[config.mk]
export PLATFORM = sky130hd
export DESIGN_NAME = jaxis_frame_gate
export DESIGN_NICKNAME = d
export VERILOG_FILES = /design/src/rtl/jaxis_frame_gate.sv
export SDC_FILE = /design/constraint.sdc
export NUM_CORES = 1
export LEC_CHECK = 0
export CAP_MARGIN = 30
export CORE_UTILIZATION = 44
export DETAILED_ROUTE_END_ITERATION = 8
export HOLD_SLACK_MARGIN = 0.02
export PLACE_DENSITY_LB_ADDON = 0.2
export SYNTH_ARGS = -nofsm -noshare
export SYNTH_HDL_FRONTEND = slang
export SYNTH_SLANG_ARGS = --single-unit
export TNS_END_PERCENT = 30
[constraint.sdc]
create_clock -name clk -period 2.4 [get_ports clk]
set_input_delay 0.48 -clock clk [delete_from_list [all_inputs] [get_ports clk]]
set_output_delay 0.48 -clock clk [all_outputs]
set_load 0.05 [all_outputs]
[src/rtl/jaxis_frame_gate.sv]
// Capture gate between the camera video stream and the JPEG encoder: forwards exactly one
// frame per capture, enforces the programmed geometry and regenerates end-of-line.
module jaxis_frame_gate #(
  parameter int SENSOR_X_SIZE = 720,
  parameter int SENSOR_Y_SIZE = 720,
  parameter int FCW           = 16,
  localparam int XW = $clog2(SENSOR_X_SIZE),
  localparam int YW = $clog2(SENSOR_Y_SIZE)
) (
  input  logic           clk,
  input  logic           reset,
  input  logic [23:0]    s_axis_video_tdata,
  input  logic           s_axis_video_tvalid,
  output logic           s_axis_video_tready,
  input  logic           s_axis_video_tuser,
  input  logic           s_axis_video_tlast,
  output logic [23:0]    m_axis_video_tdata,
  output logic           m_axis_video_tvalid,
  input  logic           m_axis_video_tready,
  output logic           m_axis_video_tuser,
  output logic           m_axis_video_tlast,
  input  logic [XW-1:0]  x_size_m1,
  input  logic [YW-1:0]  y_size_m1,
  input  logic           capture_start,
  input  logic           capture_continuous,
  input  logic           capture_abort,
  output logic           busy,
  output logic           frame_start,
  output logic           frame_done,
  output logic           err_early_eol,
  output logic           err_late_eol,
  output logic           err_sof_midframe,
  output logic           err_abort,
  output logic [FCW-1:0] frame_count
);

  localparam logic [1:0] S_IDLE = 2'd0;
  localparam logic [1:0] S_WAIT = 2'd1;
  localparam logic [1:0] S_PASS = 2'd2;
  localparam logic [1:0] S_DISC = 2'd3;

  logic [1:0]     r_state;
  logic [XW-1:0]  r_x;
  logic [YW-1:0]  r_y;
  logic [XW-1:0]  r_xsz;
  logic [YW-1:0]  r_ysz;
  logic           r_pending;
  logic           r_disc_last;
  logic           r_frame_done;
  logic [FCW-1:0] r_frame_count;
  logic           r_err_early;
  logic           r_err_late;
  logic           r_err_sof;
  logic           r_err_abort;

  logic           w_hs;
  logic           w_eol;
  logic           w_early;
  logic           w_late;
  logic           w_last_line;
  logic           w_midsof;
  logic           w_disc_end;
  logic           w_finish;
  logic           w_rearm;
  logic [XW-1:0]  w_cur_x;
  logic [XW-1:0]  w_cur_xsz;
  logic [YW-1:0]  w_cur_y;
  logic [YW-1:0]  w_cur_ysz;

  always_comb begin
    s_axis_video_tready = 1'b1;
    m_axis_video_tvalid = 1'b0;
    m_axis_video_tuser  = 1'b0;
    m_axis_video_tlast  = 1'b0;
    case (r_state)
      S_WAIT: begin
        if (s_axis_video_tuser) begin
          m_axis_video_tvalid = s_axis_video_tvalid;
          s_axis_video_tready = m_axis_video_tready;
          m_axis_video_tuser  = 1'b1;
          m_axis_video_tlast  = s_axis_video_tlast | (x_size_m1 == '0);
        end
      end
      S_PASS: begin
        m_axis_video_tvalid = s_axis_video_tvalid & ~s_axis_video_tuser;
        s_axis_video_tready = m_axis_video_tready & ~s_axis_video_tuser;
        m_axis_video_tlast  = s_axis_video_tlast | (r_x == r_xsz);
      end
      S_DISC: s_axis_video_tready = ~s_axis_video_tuser;
      default: ;
    endcase
  end

  // The SOF beat is evaluated as pixel 0 of line 0 against the live size inputs.
  assign w_cur_x     = (r_state == S_WAIT) ? '0 : r_x;
  assign w_cur_y     = (r_state == S_WAIT) ? '0 : r_y;
  assign w_cur_xsz   = (r_state == S_WAIT) ? x_size_m1 : r_xsz;
  assign w_cur_ysz   = (r_state == S_WAIT) ? y_size_m1 : r_ysz;

  assign w_hs        = m_axis_video_tvalid & m_axis_video_tready;
  assign w_eol       = w_hs & m_axis_video_tlast;
  assign w_early     = w_eol & s_axis_video_tlast & (w_cur_x != w_cur_xsz);
  assign w_late      = w_eol & ~s_axis_video_tlast;
  assign w_last_line = (w_cur_y == w_cur_ysz);
  assign w_midsof    = ((r_state == S_PASS) | (r_state == S_DISC)) &
                       s_axis_video_tvalid & s_axis_video_tuser;
  assign w_disc_end  = (r_state == S_DISC) & s_axis_video_tvalid &
                       ~s_axis_video_tuser & s_axis_video_tlast;
  assign w_finish    = (w_eol & ~w_late & w_last_line) | (w_disc_end & r_disc_last);
  assign w_rearm     = capture_continuous | r_pending | capture_start;

  always_ff @(posedge clk or posedge reset) begin
    if (reset) begin
      r_state       <= S_IDLE;
      r_x           <= '0;
      r_y           <= '0;
      r_xsz         <= '0;
      r_ysz         <= '0;
      r_pending     <= 1'b0;
      r_disc_last   <= 1'b0;
      r_frame_done  <= 1'b0;
      r_frame_count <= '0;
      r_err_early   <= 1'b0;
      r_err_late    <= 1'b0;
      r_err_sof     <= 1'b0;
      r_err_abort   <= 1'b0;
    end else begin
      r_frame_done <= 1'b0;
      if (capture_abort) begin
        r_state   <= S_IDLE;
        r_pending <= 1'b0;
        if (r_state == S_PASS || r_state == S_DISC)
          r_err_abort <= 1'b1;
      end else begin
        if (capture_start && r_state != S_IDLE)
          r_pending <= 1'b1;
        if (r_state == S_IDLE) begin
          if (capture_start) begin
            r_state     <= S_WAIT;
            r_err_early <= 1'b0;
            r_err_late  <= 1'b0;
            r_err_sof   <= 1'b0;
            r_err_abort <= 1'b0;
          end
        end else if (w_midsof) begin
          // The SOF beat stays on the bus and is taken by WAIT_SOF next cycle.
          r_err_sof    <= 1'b1;
          r_frame_done <= 1'b1;
          r_state      <= S_WAIT;
        end else if (w_hs) begin
          if (r_state == S_WAIT) begin
            r_xsz   <= x_size_m1;
            r_ysz   <= y_size_m1;
            r_state <= S_PASS;
          end
          r_x <= w_cur_x + 1'b1;
          r_y <= w_cur_y;
          if (w_eol) begin
            r_x <= '0;
            r_y <= w_cur_y + 1'b1;
            if (w_early)
              r_err_early <= 1'b1;
            if (w_late) begin
              r_err_late  <= 1'b1;
              r_disc_last <= w_last_line;
              r_state     <= S_DISC;
            end
          end
        end else if (w_disc_end) begin
          r_state <= S_PASS;
        end

        if (w_finish) begin
          r_frame_done  <= 1'b1;
          r_frame_count <= r_frame_count + 1'b1;
          r_pending     <= 1'b0;
          r_x           <= '0;
          r_y           <= '0;
          r_state       <= w_rearm ? S_WAIT : S_IDLE;
        end
      end
    end
  end

  assign m_axis_video_tdata = s_axis_video_tdata;
  assign busy               = (r_state != S_IDLE);
  assign frame_start        = (r_state == S_WAIT) & w_hs;
  assign frame_done         = r_frame_done;
  assign frame_count        = r_frame_count;
  assign err_early_eol      = r_err_early;
  assign err_late_eol       = r_err_late;
  assign err_sof_midframe   = r_err_sof;
  assign err_abort          = r_err_abort;

endmodule
==> results of run 1 <==
metrics by stage:
| step | power (uW) | setup WS (ns) | hold WS, ns | area (um2) | instances |
|---|---|---|---|---|---|
| after floorplan | 2564 | -0.03171 | 0.4797 | 3864 | 405 |
| after global placement | 3229 | -0.4041 | 0.4607 | 4957 | 611 |
| after detailed placement | 3272 | -0.4419 | 0.4601 | 4957 | 611 |
| after CTS | 4540 | -0.2164 | 0.4727 | 5403 | 636 |
| after global routing | 4878 | -0.2624 | 0.4921 | 5545 | 642 |
| final | 4615 | -0.2008 | 0.4633 | 5545 | 642 |
power breakdown:
part,switching (uW),total [uW],internal (uW)
logic,1060,2080,1020
registers,159,1450,1290
clock network,467,1080,617
metal layers:
layer	global-route usage	up-vias
li1	-	1668
met1	0.3118	1696
met2	0.3893	105
met3	0.04545	27
met4	0.1199	0
met5	0	-
cell families after synthesis:
group / after synthesis
AND/OR/NAND/NOR: 147
AO/OA/AOI/OAI: 77
flip-flops: 65
buffers and inverters: 57
XOR/XNOR: 29
multiplexers: 22
adder cells (fa/ha/maj): 8
state kept, by name (all words and copies together), names as in the netlist:
signal / cells
r_ysz: 10
err_early_eol: 1
r_xsz: 10
frame_count: 16
r_pending: 1
err_late_eol: 1
err_sof_midframe: 1
r_disc_last: 1
err_abort: 1
r_y: 10
frame_done: 1
r_state: 2
r_x: 10
synthesized netlist by cell type, drive strengths merged (5+ instances only):
cell   number
a21oi      15
a22o        5
a31oi       5
and2        7
and3        9
buf        33
dfrtp      65
ha          8
inv        19
mux2       22
nand2      33
nand3      17
nand4      15
nor2       34
nor2b       5
nor3       10
nor4        6
o21ai      20
o22ai       7
xnor2      17
xor2       12
repair_timing:
item,4_1_cts,5_1_grt
gates cloned,0,1
pin swaps,10,14
gates resized for setup,34,28
setup endpoints to repair,29,60
hold buffers,0,0
setup buffers,9,6
how the worst min path moves through the flow:
stage | start | end | cells past startpoint
2_1_floorplan | r_disc_last$_DFFE_PP0P_ | r_disc_last$_DFFE_PP0P_ | 1
3_3_place_gp | frame_count[15]$_DFFE_PP0P_ | frame_count[15]$_DFFE_PP0P_ | 1
3_5_place_dp | frame_count[15]$_DFFE_PP0P_ | frame_count[15]$_DFFE_PP0P_ | 1
4_1_cts | reset | frame_count[11]$_DFFE_PP0P_ | 2
5_1_grt | frame_count[15]$_DFFE_PP0P_ | frame_count[15]$_DFFE_PP0P_ | 1
6_report | reset | frame_count[11]$_DFFE_PP0P_ | 2
worst max-delay path, cell delays in order (launching register included):
cell and delay (ns):
dfrtp_1 0.41, ha_4 0.18, buf_6 0.12, nand2_4 0.07, clkinvlp_4 0.09, o21a_1 0.20
a211o_2 0.29, buf_6 0.12, and2_4 0.15, buf_8 0.14
area by class of cell:
| cell class | count | area share |
|---|---|---|
| well taps | 105 | 0.02369 |
| flip-flops and latches | 65 | 0.2933 |
| clock buffers | 10 | 0.02482 |
| clock inverters | 6 | 0.01625 |
| inverters | 20 | 0.01467 |
| multi-input cells | 283 | 0.3770 |
| repair buffers | 153 | 0.2502 |
==> results_dict.tcl, run 1 <==
set metrics [dict create \
    syn_inst 405 \
    grt_max_degree 46 \
    synthAdderAreaFrac 0.02612 \
    multi_input_area_um2 2091 \
    clk_latency_ns 0.36 \
    synth_top_family_by_area "simple AND/OR/NAND/NOR gates" \
    die_w_um 95.33 \
    clock-sinks 65 \
    ant_nets 0 \
    rsz0062_at_grt "yes" \
    top_layer_used "met4" \
    mostFrequentLayoutCells "buf_4 (88), dfrtp_1 (65), clkdlybuf4s50_1 (49)" \
    slew_headroom 0.6560 \
    wl_met3_um 521 \
    place_congestion 0.9108 \
    cp-start-kind "flop" \
    die_area_um2 9087 \
    critPathMaxFanout 3 \
    detail_route.wl_per_cell_um 16.12 \
    cts_buffers 9 \
    worstPathArrival_ns 2.12 \
    power.leakage_uw 0.002635 \
    post-route-util 0.6649 \
    grt_pass1_wl_mm 16.54 \
    final_nets 593 \
    muxShareOfSynthArea 0.06464 \
    clock_path_buffers 2 \
    hold_path.class "input pin to async pin" \
    antenna_cells 0 \
    ir_drop_v 0.0004472 \
    gr-total-overflow 0 \
    ys.flop_type "dfrtp_1" \
    ys_ff_latch 65 \
    path_class "flop to output port" \
    grt_pass1_vias 3472 \
    synth_xor_area_frac 0.06627 \
    crit_required_ns 1.92 \
    min_period_ns 2.601 \
    fin_ws_ns -0.2008 \
    synth_compound_area_frac 0.1335 \
    worst_slew_pin_slew_ns 0.5144 \
    synth_edf_count 0 \
    r2r_cells 11 \
    crit_end "m_axis_video_tlast" \
    drv_slew 0 \
    synth_simple_gate_area_share 0.1972 \
    synth_area_um2 3832 \
    synthArstFlopShare 1.000 \
    powerDensity_nw_per_um2 832.2 \
    synth_top_area_frac 0.4244 \
    period_share 1.084 \
    grt.total_usage 0.2423 \
    drt-pass1-iter-count 4 \
    hpwlAfterDp_mm 7.283 \
    synth_cell_types 54 \
    finalSetupViolCount 9 \
    start_util 0.4595 \
    wl_met2_mm 5.072 \
    io_pins 104 \
    reg2reg_slack_ns -0.09 \
    violations "setup timing" \
    wl_mm 10.35 \
    drive_gt1_frac 0.3557 \
    hold_viol 0 \
    remaining_drc_errors 0 \
    areaGrowthSynthToFinish_pct 44.69 \
    crit_start "r_state[0]$_DFFE_PP0P_" \
    core_area_um2 8341 \
    io_buffer_count 55 \
    chipHeight_um 95.33 \
    avgSynthCellArea_um2 9.463 \
    synth_warnings 0 \
    htreeDepth 3 \
    cts_root_buffer "clkbuf_8" \
    cts_tree "built" \
    cap_violations 0 \
    seqCellArea_um2 1627 \
    reg2reg_from "r_state[0]$_DFFE_PP0P_" \
    row_count 33 \
    synth_area_leaders "dfrtp_1 (42%), mux2_2 (6.5%), buf_4 (4.9%), xnor2_1 (3.9%), nor2_1 (3.3%)" \
    synth_top_area_cell "dfrtp_1" \
    syn-num-nets 466 \
    drt_iter0_markers 219 \
    ys_seq_area_frac 0.4244 \
    worst_r2r_endpoint "r_state[0]$_DFFE_PP0P_" \
    fmax_mhz 384.5 \
    met1_length_mm 4.510 \
    viasPerCell 5.445 \
    final_common_cell "buf_4" \
    status "finished with violations" \
    fillCellCount 659 \
    skew_ns 0.009828 \
    path_clk_slew_ns 0.08 \
    antenna_found_initial 0 \
    setup_tns_ns -0.6275 \
    endpoint_kind "output port" \
    vias 3496 \
]
Power figures use the tool's default switching activity.
==> run 2, diff against run 1 <==
- PLACE_DENSITY: not set -> 0.88
- PLACE_DENSITY_LB_ADDON: 0.2 -> not set
==> run 2 against run 1 <==
Compared with the run above: the flow still finishes with violations (setup timing); via count increased by 4.1%; non-clock buffer count is 23 lower; die area unchanged; clock skew increased by 0.0025 ns; largest cell class unchanged; total power is 2.1% lower.
==> results_dict.tcl, run 2 (synthesis results as in run 1) <==
set metrics [dict create \
    final_common_cell "buf_4" \
    die_w_um 95.33 \
    grt_pass1_wl_mm 17.48 \
    status "finished with violations" \
    cts_root_buffer "clkbuf_8" \
    fmax_mhz 399.9 \
    wl_mm 11.16 \
    drt-pass1-iter-count 5 \
    drive_gt1_frac 0.3541 \
    die_area_um2 9087 \
    fin_ws_ns -0.1008 \
    endpoint_kind "output port" \
    finalSetupViolCount 5 \
    start_util 0.4595 \
    detail_route.wl_per_cell_um 18.03 \
    path_class "flop to output port" \
    antenna_cells 0 \
    slew_headroom 0.6501 \
    clk_latency_ns 0.36 \
    fin_total_pwr_uw 4519 \
    ir_drop_v 0.0004754 \
    reg2reg_slack_ns -0.05 \
    hpwlAfterDp_mm 7.658 \
    rsz0062_at_grt "yes" \
    io_pins 104 \
    viasPerCell 5.880 \
    core_area_um2 8341 \
    cp-start-kind "flop" \
    violations "setup timing" \
    remaining_drc_errors 0 \
    place_congestion 0.9538 \
    htreeDepth 3 \
    drt_iter0_markers 338 \
    largest_reg_flops 16 \
    cts_tree "built" \
    row_count 33 \
    period_share 1.042 \
    grt_max_degree 66 \
    critPathSlowestCell "dfrtp_1" \
    vias 3640 \
    crit_required_ns 1.92 \
    antenna_found_initial 0 \
    final_nets 570 \
    cap_violations 0 \
    cts_buffers 9 \
    path_clk_slew_ns 0.07 \
    worst_slew_pin_slew_ns 0.5232 \
    chipHeight_um 95.33 \
    clock-sinks 65 \
    path_cells "ha_4, nand2_4, clkinvlp_4, o21a_1, a211o_2, buf_6, and2_4, buf_8" \
    drv_slew 0 \
    worstPathArrival_ns 2.02 \
    hold_viol 0 \
    critPathMaxFanout 2 \
    gr-total-overflow 0 \
    clock_path_buffers 2 \
    grt_pass1_vias 3674 \
    powerDensity_nw_per_um2 833.6 \
    dp_slack_ns -0.4537 \
    power.leakage_uw 0.002508 \
    whs_path_depth 2 \
    hold_path.class "input pin to flop" \
    min_period_ns 2.501 \
    skew_ns 0.01237 \
    r2r_cells 10 \
    grt.total_usage 0.2567 \
    ant_nets 0 \
    worst_path_largest_cell_delay_ns 0.42 \
    areaGrowthSynthToFinish_pct 41.46 \
    fillCellCount 619 \
    mostFrequentLayoutCells "buf_4 (67), dfrtp_1 (65), clkdlybuf4s50_1 (43)" \
    io_buffer_count 55 \
]
[run 2: timing repair]
| item | in CTS | in global routing |
|---|---|---|
| setup endpoints to repair | 44 | 39 |
| buffers inserted | 8 | 3 |
| hold buffers | 0 | 0 |
| pin swaps | 13 | 11 |
| resized for setup | 39 | 45 |
[run 2: layout make-up]
| class | instances | area, um2 | share of cell area |
|---|---|---|---|
| clock inverter | 5 | 55.05 | 0.01015 |
| tap | 105 | 131.4 | 0.02423 |
| inverter | 20 | 83.83 | 0.01546 |
| timing repair buffer | 130 | 1212 | 0.2236 |
| clock buffer | 11 | 141.4 | 0.02608 |
| multi-input combinational | 283 | 2171 | 0.4004 |
| sequential | 65 | 1627 | 0.3000 |
[run 2: stage by stage]
stage                     area (um2)  instances  hold slack, ns    util  TNS [ns]
after detailed placement        4822        593          0.4942  0.5782    -10.18
after CTS                       5219        617          0.5013  0.6257   -0.2562
after global routing            5421        619          0.4349  0.6500    -1.390
after global placement          4822        593          0.4535  0.5782    -9.935
after floorplan                 3864        405          0.4797       -  -0.05035
final                           5421        619          0.4417  0.6500   -0.2898
[run 2: worst paths after layout]
path / startpoint / to
setup / recovery: r_state[0]$_DFFE_PP0P_ / m_axis_video_tlast
hold / removal: x_size_m1[2] / r_xsz[2]$_DFFE_PP0P_
setup reg to reg: r_state[1]$_DFFE_PP0P_ / r_y[9]$_DFFE_PP0P_
hold reg to reg: frame_count[15]$_DFFE_PP0P_ / frame_count[15]$_DFFE_PP0P_
max in group asynchronous: reset / r_x[6]$_DFFE_PP0P_
min in group asynchronous: reset / r_xsz[4]$_DFFE_PP0P_
[run 2: worst max-delay path, delay by kind of cell (launching register included)]
family          cells  cell delay (ns)
compound gates      2             0.49
flops               1             0.42
buf+inv             3             0.35
fa+ha+maj           1             0.20
simple gates        2             0.20
[run 2: metal layers]
layer  GRT usage  wire length, um  vias up
met5           0                0        -
met4      0.1402              511        0
met3     0.06858              808       63
met2      0.3988             5253      175
met1      0.3239             4588     1775
li1            -                -     1627
[run 2: where the power goes]
group          internal, uW  total (uW)  switching, uW
Clock                   504         942            437
Sequential             1290        1480            191
Combinational           992        2100           1100
Total                  2790        4520           1730
